$ cat config.mk
export PLATFORM = sky130hd
export DESIGN_NAME = s3g_tx_arbiter
export DESIGN_NICKNAME = d
export VERILOG_FILES = /design/src/rtl/s3g_tx_arbiter.sv
export SDC_FILE = /design/constraint.sdc
export NUM_CORES = 1
export LEC_CHECK = 0
export CAP_MARGIN = 20
export CORE_AREA = 10 10 153 155
export CTS_CLUSTER_DIAMETER = 40
export DETAILED_ROUTE_END_ITERATION = 8
export DIE_AREA = 0 0 163 165
export HOLD_SLACK_MARGIN = 0.15
export PLACE_DENSITY_LB_ADDON = 0.1
export SLEW_MARGIN = 20
export SYNTH_ARGS = -nofsm -noshare
export SYNTH_HDL_FRONTEND = slang
export SYNTH_SLANG_ARGS = --single-unit
$ cat constraint.sdc
create_clock -name i_clk -period 3.6 [get_ports i_clk]
set_input_delay 0.54 -clock i_clk [delete_from_list [all_inputs] [get_ports i_clk]]
set_output_delay 0.54 -clock i_clk [all_outputs]
set_load 0.05 [all_outputs]
$ cat src/rtl/s3g_tx_arbiter.sv
// ============================================================================
// s3g_tx_arbiter
// ----------------------------------------------------------------------------
// Shares the single s3g_tx packet framer between two packet sources:
//   requester 0 : executor reply path
//   requester 1 : asynchronous event / status-report path
// A winning request is latched, the framer write is sequenced through the
// framer's busy handshake, and an ack (sent) or err (rejected / timed out)
// pulse is returned to the owning requester. Ties are resolved round-robin.
//
// Optional feature (macro TX_ARB_TIMEOUT_EN):
//   When defined, a watchdog counts cycles since the framer strobe. If the
//   framer has not completed after TIMEOUT_CYCLES, the owner gets err instead
//   of ack and the sticky output o_timeout_seen is set (cleared by i_rst).
//   When undefined, the arbiter waits indefinitely and has no o_timeout_seen.
//
// Ports:
//   i_clk             system clock
//   i_rst             synchronous active-high reset
//   i_req0/i_req1     request, held until ack/err
//   i_len0/i_len1     payload length in bytes
//   i_data0/i_data1   payload, byte k at [8k+7:8k]
//   o_ack0/o_ack1     one-cycle pulse: packet fully sent
//   o_err0/o_err1     one-cycle pulse: request rejected or timed out
//   i_tx_busy         framer busy flag
//   o_tx_packet_wr    one-cycle write strobe to the framer
//   o_tx_payload_len  latched length to the framer
//   o_tx_data         latched payload, framer buf k = o_tx_data[8k+7:8k]
//   o_owner           current or last granted requester
//   o_active          high from grant until the transaction is released
//   o_timeout_seen    sticky watchdog flag (TX_ARB_TIMEOUT_EN only)
// ============================================================================
module s3g_tx_arbiter #(
   parameter int MAX_LEN        = 16,
   parameter int TIMEOUT_CYCLES = 1000000
) (
   input  logic         i_clk,
   input  logic         i_rst,
   input  logic         i_req0,
   input  logic [7:0]   i_len0,
   input  logic [127:0] i_data0,
   output logic         o_ack0,
   output logic         o_err0,
   input  logic         i_req1,
   input  logic [7:0]   i_len1,
   input  logic [127:0] i_data1,
   output logic         o_ack1,
   output logic         o_err1,
   input  logic         i_tx_busy,
   output logic         o_tx_packet_wr,
   output logic [7:0]   o_tx_payload_len,
   output logic [127:0] o_tx_data,
   output logic         o_owner,
`ifdef TX_ARB_TIMEOUT_EN
   output logic         o_active,
   output logic         o_timeout_seen
`else
   output logic         o_active
`endif
);

   typedef enum logic [1:0] {
      S_IDLE      = 2'd0,
      S_START     = 2'd1,
      S_WAIT_BUSY = 2'd2,
      S_WAIT_DONE = 2'd3
   } state_t;

   // The framer holds 16 bytes; a longer MAX_LEN could never be sent, and the
   // watchdog compare needs at least two cycles of headroom.
   generate
      if (MAX_LEN > 16 || MAX_LEN < 0 || TIMEOUT_CYCLES < 2) begin : g_bad_param
         $error("s3g_tx_arbiter: MAX_LEN must be 0..16 and TIMEOUT_CYCLES >= 2");
      end
   endgenerate

   // -------------------------------------------------------------------------
   // Registers
   // -------------------------------------------------------------------------
   state_t         r_state;
   logic           r_last_served;
   logic           r_owner;
   logic           r_active;
   logic           r_tx_packet_wr;
   logic [7:0]     r_tx_payload_len;
   logic [127:0]   r_tx_data;
   logic           r_ack0;
   logic           r_ack1;
   logic           r_err0;
   logic           r_err1;

   // -------------------------------------------------------------------------
   // Combinational signals
   // -------------------------------------------------------------------------
   state_t         w_state_nxt;
   logic           w_pulse_out;
   logic           w_can_grant;
   logic           w_grant_valid;
   logic           w_grant_idx;
   logic [7:0]     w_grant_len;
   logic [127:0]   w_grant_data;
   logic           w_len_bad;
   logic           w_accept;
   logic           w_reject;
   logic           w_done;
   logic           w_timeout;
   logic           w_release_err;

   logic           w_last_served_nxt;
   logic           w_owner_nxt;
   logic           w_active_nxt;
   logic           w_tx_packet_wr_nxt;
   logic [7:0]     w_tx_payload_len_nxt;
   logic [127:0]   w_tx_data_nxt;
   logic           w_ack0_nxt;
   logic           w_ack1_nxt;
   logic           w_err0_nxt;
   logic           w_err1_nxt;

   // -------------------------------------------------------------------------
   // Arbitration
   // -------------------------------------------------------------------------
   // While an ack/err pulse is on the outputs the requester has not yet had a
   // chance to drop req, so nobody is granted in that cycle; this also keeps
   // a still-high req from being re-granted on its own ack.
   assign w_pulse_out   = r_ack0 | r_ack1 | r_err0 | r_err1;
   assign w_can_grant   = (r_state == S_IDLE) && !i_tx_busy && !w_pulse_out;
   assign w_grant_valid = w_can_grant && (i_req0 || i_req1);

   // Both requesting: pick the one not served last. Otherwise the lone one.
   assign w_grant_idx   = (i_req0 && i_req1) ? ~r_last_served : i_req1;
   assign w_grant_len   = w_grant_idx ? i_len1  : i_len0;
   assign w_grant_data  = w_grant_idx ? i_data1 : i_data0;
   assign w_len_bad     = (w_grant_len > 8'(MAX_LEN));
   assign w_accept      = w_grant_valid && !w_len_bad;
   assign w_reject      = w_grant_valid &&  w_len_bad;

   // Framer has finished: busy seen high, now low again.
   assign w_done        = (r_state == S_WAIT_DONE) && !i_tx_busy;

   // A completion in the same cycle as the watchdog expiring wins.
   assign w_release_err = w_timeout && !w_done;

   // -------------------------------------------------------------------------
   // Optional watchdog
   // -------------------------------------------------------------------------
`ifdef TX_ARB_TIMEOUT_EN
   localparam int CNT_W = $clog2(TIMEOUT_CYCLES + 1);

   logic [CNT_W-1:0] r_cnt;
   logic             r_timeout_seen;

   // r_cnt holds the number of cycles since the strobe (0 in the strobe
   // cycle), so the err pulse lands exactly TIMEOUT_CYCLES after the strobe.
   assign w_timeout = ((r_state == S_WAIT_BUSY) || (r_state == S_WAIT_DONE)) &&
                      (r_cnt == CNT_W'(TIMEOUT_CYCLES - 1));

   always_ff @(posedge i_clk) begin
      if (i_rst) begin
         r_cnt          <= '0;
         r_timeout_seen <= 1'b0;
      end else begin
         if (w_accept) begin
            r_cnt <= '0;
         end else if (r_state != S_IDLE) begin
            r_cnt <= r_cnt + 1'b1;
         end
         if (w_release_err) begin
            r_timeout_seen <= 1'b1;
         end
      end
   end

   assign o_timeout_seen = r_timeout_seen;
`else
   assign w_timeout = 1'b0;
`endif

   // -------------------------------------------------------------------------
   // FSM: state register
   // -------------------------------------------------------------------------
   // NOTE: every clocked assignment uses <= so all registers update from the
   // same pre-edge values regardless of statement order.
   always_ff @(posedge i_clk) begin
      if (i_rst) begin
         r_state <= S_IDLE;
      end else begin
         r_state <= w_state_nxt;
      end
   end

   // -------------------------------------------------------------------------
   // FSM: next-state logic
   // -------------------------------------------------------------------------
   // NOTE: each always_comb output is given a default before the case so no
   // path leaves it unassigned, which would otherwise infer a latch.
   always_comb begin
      w_state_nxt = r_state;
      case (r_state)
         S_IDLE: begin
            if (w_accept) w_state_nxt = S_START;
         end
         S_START: begin
            w_state_nxt = S_WAIT_BUSY;
         end
         S_WAIT_BUSY: begin
            if (w_timeout)      w_state_nxt = S_IDLE;
            else if (i_tx_busy) w_state_nxt = S_WAIT_DONE;
         end
         S_WAIT_DONE: begin
            if (w_done || w_timeout) w_state_nxt = S_IDLE;
         end
         default: begin
            w_state_nxt = S_IDLE;
         end
      endcase
   end

   // -------------------------------------------------------------------------
   // FSM: output logic (next values of the registered outputs)
   // -------------------------------------------------------------------------
   always_comb begin
      w_last_served_nxt    = r_last_served;
      w_owner_nxt          = r_owner;
      w_active_nxt         = r_active;
      w_tx_packet_wr_nxt   = 1'b0;
      w_tx_payload_len_nxt = r_tx_payload_len;
      w_tx_data_nxt        = r_tx_data;
      w_ack0_nxt           = 1'b0;
      w_ack1_nxt           = 1'b0;
      w_err0_nxt           = 1'b0;
      w_err1_nxt           = 1'b0;

      if (w_accept) begin
         // Payload registers change only here, so they stay stable from the
         // strobe through the whole transaction and until the next grant.
         w_tx_payload_len_nxt = w_grant_len;
         w_tx_data_nxt        = w_grant_data;
         w_owner_nxt          = w_grant_idx;
         w_active_nxt         = 1'b1;
         w_tx_packet_wr_nxt   = 1'b1;
      end

      if (w_reject) begin
         // Oversize request: answered immediately, framer untouched.
         w_last_served_nxt = w_grant_idx;
         w_err0_nxt        = ~w_grant_idx;
         w_err1_nxt        =  w_grant_idx;
      end

      if (w_done) begin
         w_active_nxt      = 1'b0;
         w_last_served_nxt = r_owner;
         w_ack0_nxt        = ~r_owner;
         w_ack1_nxt        =  r_owner;
      end else if (w_release_err) begin
         w_active_nxt      = 1'b0;
         w_last_served_nxt = r_owner;
         w_err0_nxt        = ~r_owner;
         w_err1_nxt        =  r_owner;
      end
   end

   // -------------------------------------------------------------------------
   // Output registers
   // -------------------------------------------------------------------------
   always_ff @(posedge i_clk) begin
      if (i_rst) begin
         r_last_served    <= 1'b1;
         r_owner          <= 1'b0;
         r_active         <= 1'b0;
         r_tx_packet_wr   <= 1'b0;
         r_tx_payload_len <= '0;
         r_tx_data        <= '0;
         r_ack0           <= 1'b0;
         r_ack1           <= 1'b0;
         r_err0           <= 1'b0;
         r_err1           <= 1'b0;
      end else begin
         r_last_served    <= w_last_served_nxt;
         r_owner          <= w_owner_nxt;
         r_active         <= w_active_nxt;
         r_tx_packet_wr   <= w_tx_packet_wr_nxt;
         r_tx_payload_len <= w_tx_payload_len_nxt;
         r_tx_data        <= w_tx_data_nxt;
         r_ack0           <= w_ack0_nxt;
         r_ack1           <= w_ack1_nxt;
         r_err0           <= w_err0_nxt;
         r_err1           <= w_err1_nxt;
      end
   end

   assign o_ack0           = r_ack0;
   assign o_ack1           = r_ack1;
   assign o_err0           = r_err0;
   assign o_err1           = r_err1;
   assign o_tx_packet_wr   = r_tx_packet_wr;
   assign o_tx_payload_len = r_tx_payload_len;
   assign o_tx_data        = r_tx_data;
   assign o_owner          = r_owner;
   assign o_active         = r_active;

endmodule

[After elaboration in Yosys (flattened, before gate mapping)]
Index checks and enable logic that the tools add are counted.
Storage, ports and cells
  register bits: 146
  output and inout bits: 143
  input bits: 277
  logic and storage cells: 53
Operators by class
  eq/ne operators: 6
  multiplexer cells: 10
  bitwise logic cells: 8
  reductions and logical operators: 17
  $lt $le $gt $ge: 1
Operator list (number)
  $mux 128: 1
  $gt 8x5->1 const B: 1
  $mux 8: 1
  $pmux 2 s4: 1
  $logic_and 1x1->1: 7
  $mux 2: 3
  $ne 2x2->1 const B: 3
  $reduce_or 2->1: 3
  $not 1->1: 5
  $eq 2x2->1 const B: 2
  $mux 1: 4
  $logic_not 1->1: 3
  $or 1x1->1: 3
  $reduce_and 3->1: 1
  $eq 2x1->1 const B: 1
  $logic_not 2->1: 1
  $reduce_bool 2->1: 1
  $logic_or 1x1->1: 1

[Longest topological paths before layout]
  depth after elaboration: 9
  gate-level depth with buffers: 9
  mapped depth without buffers: 6

[Worst setup path after synthesis]
Ideal clock, no wire load.
  path type: input to register
  start point: in i_tx_busy
  end point: reg r_tx_data[0] (netlist: o_tx_data[0])
  path slack: 1339 ps
  stages: 8
  arrival time: 2172 ps
  buffers on the path: 3
  cells stage by stage: or4_4 nor4b_4 o211a_1 buf_4 buf_6 buf_6 nor2_1 a311oi_2
Between the ends
  cells in the longest elaborated chain, start to end: 5
RTL lines
  start, declared: line 49  | input logic i_tx_busy,
  $logic_not 1->1: line 127  | assign w_can_grant = (r_state == S_IDLE) && !i_tx_busy && !w_pulse_out;
  $logic_and 1x1->1 (2 in series): line 127
  $logic_and 1x1->1: line 128  | assign w_grant_valid = w_can_grant && (i_req0 || i_req1);
  $logic_and 1x1->1: line 135  | assign w_accept = w_grant_valid && !w_len_bad;
  end signal, assigned: line 285  | r_tx_data <= w_tx_data_nxt;
  end, declared: line 86  | logic [127:0] r_tx_data;
Every way passes these cells.
A chain may end at the register's enable or synchronous reset.

[Final worst setup path]
  start point: in i_tx_busy
  end point: reg r_tx_data[66] (netlist: o_tx_data[66])
The elaborated chain is that of the path after synthesis.

==> impl_metrics.tcl <==
set metrics [dict create \
    antenna_left 0 \
    viasPerCell 4.92 \
    ys_seq_area_share_pct 42.5 \
    track_usage_pct 19.8 \
    grt_overflow 0 \
    async_flop_share_pct 0 \
    port_buffers 419 \
    relSlewSlack_pct 44.4 \
    grt_max_degree 82 \
    post_cts_buffers 0 \
    synth_area_per_cell_um2 8.58 \
    finalWeightedCongestion 0.769 \
    core_um2 20200 \
    dp_cells 1427 \
    startpoint_type "primary input" \
    cp.arrival_ns 3.05 \
    syn_to_final_growth_pct 71.4 \
    cp_data_required_time_ns 3.93 \
    nets 1457 \
    tightestPinTransition_ns 0.833 \
    h-tree-depth 4 \
    maxSlewViolCount 0 \
    fmax_ghz 0.367 \
    die_area_um2 26900 \
    status "finished clean" \
    antenna_found_initial 0 \
    drc 0 \
    slowest_stage "or4_4" \
    slowest_delay_ns 0.58 \
    cts_resized 0 \
    final_cell_mix "418 x clkdlybuf4s50_1, 264 x nand2_1, 146 x dfxtp_1" \
    cts_hold_buf 0 \
    hp-start "o_tx_payload_len[7]" \
    ioPinCount 420 \
    fin_worst_skew_ns 0.00816 \
    finalSetupViolCount 0 \
    ys_types 33 \
    mostFrequentLayoutCell "clkdlybuf4s50_1" \
    drive_above_1_share_pct 11.1 \
    yosys_register_bits 146 \
    netlist_instances 801 \
    end_kind "flop" \
    min_path_cells 1 \
    grt_pass1_wl_um 41500 \
    antenna_cells 0 \
    cp_top_family "simple AND/OR/NAND/NOR gates" \
    power-per-cell-area_nw_per_um2 393 \
    leakagePower_nw 4.07 \
    worstHoldEndpoint "o_tx_payload_len[7]" \
    clkLatencyLatePin_ns 0.42 \
    drt-total-wl_um 28200 \
    start_util_pct 34.1 \
    cts_buffers 17 \
    worstPathCellList "clkdlybuf4s50_1 > or4_4 > nor4b_4 > o211a_4 > buf_12 > nor2_1 > a311oi_2" \
    r2r-end "o_tx_data[66]" \
    fp-row-count 52 \
    worstHoldPathType "reg2reg" \
    clkTransAtPathRegs_ns 0.06 \
    dp_hpwl_um 21100 \
    reg2regPathDepth 6 \
    r2r-start "o_ack1" \
    rsz0062_at_grt "false" \
    finalHoldViolations 0 \
    synthFlopType "dfxtp_1" \
    drtIter0Drc 349 \
    yosys_warnings 0 \
    worstSetupPathType "in2reg" \
    worstPathBufferInverterCount 2 \
    die_w_um 163 \
    drt-pass1-iter-count 4 \
    instances_no_fill 1457 \
    dieHeight_um 165 \
    grt_pass1_vias 7233 \
    synth-edff-count 0 \
    timing.setup.tns_ns 0 \
    fin_hold_ws_ns 0.463 \
    vias 7165 \
    reg2reg_slack_ns 1.24 \
    cts_max_path_buffers 2 \
    syn_area_um2 6870 \
    routedWlPerCell_um 19.4 \
    fin_util_pct 58.4 \
    fin_crit_sh_pct 75.7 \
    critPathMaxFanout 71 \
    ir_drop_mv 0.293 \
    clock-root-buffer "clkbuf_16" \
    cap_violations 0 \
    cts_tree "done" \
    cts.sinks 146 \
    fin_crit_ns 2.73 \
    synthesis.nets 1082 \
]
-- layout make-up --
type / instances / area (um2)
clock buffers: 21 / 470
clock inverters: 9 / 106
fillers: 1872 / 8390
inverters: 3 / 11.3
multi-input cells: 576 / 3560
flip-flops and latches: 146 / 2920
well taps: 270 / 338
repair buffers: 432 / 4370
-- where the power goes --
part	switching, mW	internal (mW)	total, mW
Clock	0.696	1.07	1.76
Sequential	0.0390	1.68	1.72
Combinational	0.618	0.527	1.15
-- through the flow --
step                instance area (um2)  power, mW  setup slack (ns)
floorplan                          6870       2.39              1.34
global placement                  11200       2.90             0.510
detailed placement                11200       2.91             0.447
CTS                               11800       4.69             0.894
global route                      11800       4.84             0.747
finish                            11800       4.63             0.874
-- registers in the layout, indices dropped and copies added (netlist names) --
| register | flops |
|---|---|
| o_err0 | 1 |
| r_state | 2 |
| o_tx_payload_len | 8 |
| o_tx_packet_wr | 1 |
| o_ack0 | 1 |
| o_ack1 | 1 |
| o_tx_data | 128 |
| o_active | 1 |
| r_last_served | 1 |
| o_owner | 1 |
| o_err1 | 1 |
-- worst max path at each step --
stage	endpoint	slack [ns]	cells past startpoint	from
finish	o_tx_data[66]	0.87	7	i_tx_busy
global route	o_tx_data[80]	0.75	7	i_tx_busy
CTS	o_tx_data[55]	0.89	7	i_tx_busy
detailed placement	o_tx_data[66]	0.45	7	i_tx_busy
global placement	o_tx_data[64]	0.51	7	i_tx_busy
floorplan	o_tx_data[0]	1.34	8	i_tx_busy
-- cell usage after synthesis (2+ instances only) --
library cell  count  area share [%]
nor3_1            2            0.15
mux2_2            4            0.66
a21oi_1           4            0.29
a311oi_2         80              17
nand2b_1          2            0.18
clkbuf_1         45             2.5
a311oi_1         52             6.6
buf_6             9             1.5
inv_1             3            0.16
mux2i_1           5            0.73
and2_1            3            0.27
nor4_1            2            0.18
a211oi_1          2            0.22
ha_1              4            0.73
nor3b_1           2            0.22
buf_2            13            0.95
dfxtp_1         146              43
buf_4             9            0.98
nand2_1         264              14
nor2_1          137             7.5
-- per-layer routing --
layer	vias up	share of wire, %	track usage, %
li1	3546	-	-
met1	3347	39	21.5
met2	247	50	34.6
met3	25	8.8	8.14
met4	0	1.6	5.61
met5	-	0	0
-- kinds of logic after synthesis --
logic type | Yosys count | share of synthesized area (%)
buffers and inverters | 79 | 6.02
adder cells (fa/ha/maj) | 4 | 0.728
AO/OA/AOI/OAI | 147 | 25.7
AND/OR/NAND/NOR | 416 | 23.7
flip-flops | 146 | 42.5
multiplexers | 9 | 1.38
Power figures use the tool's default switching activity.
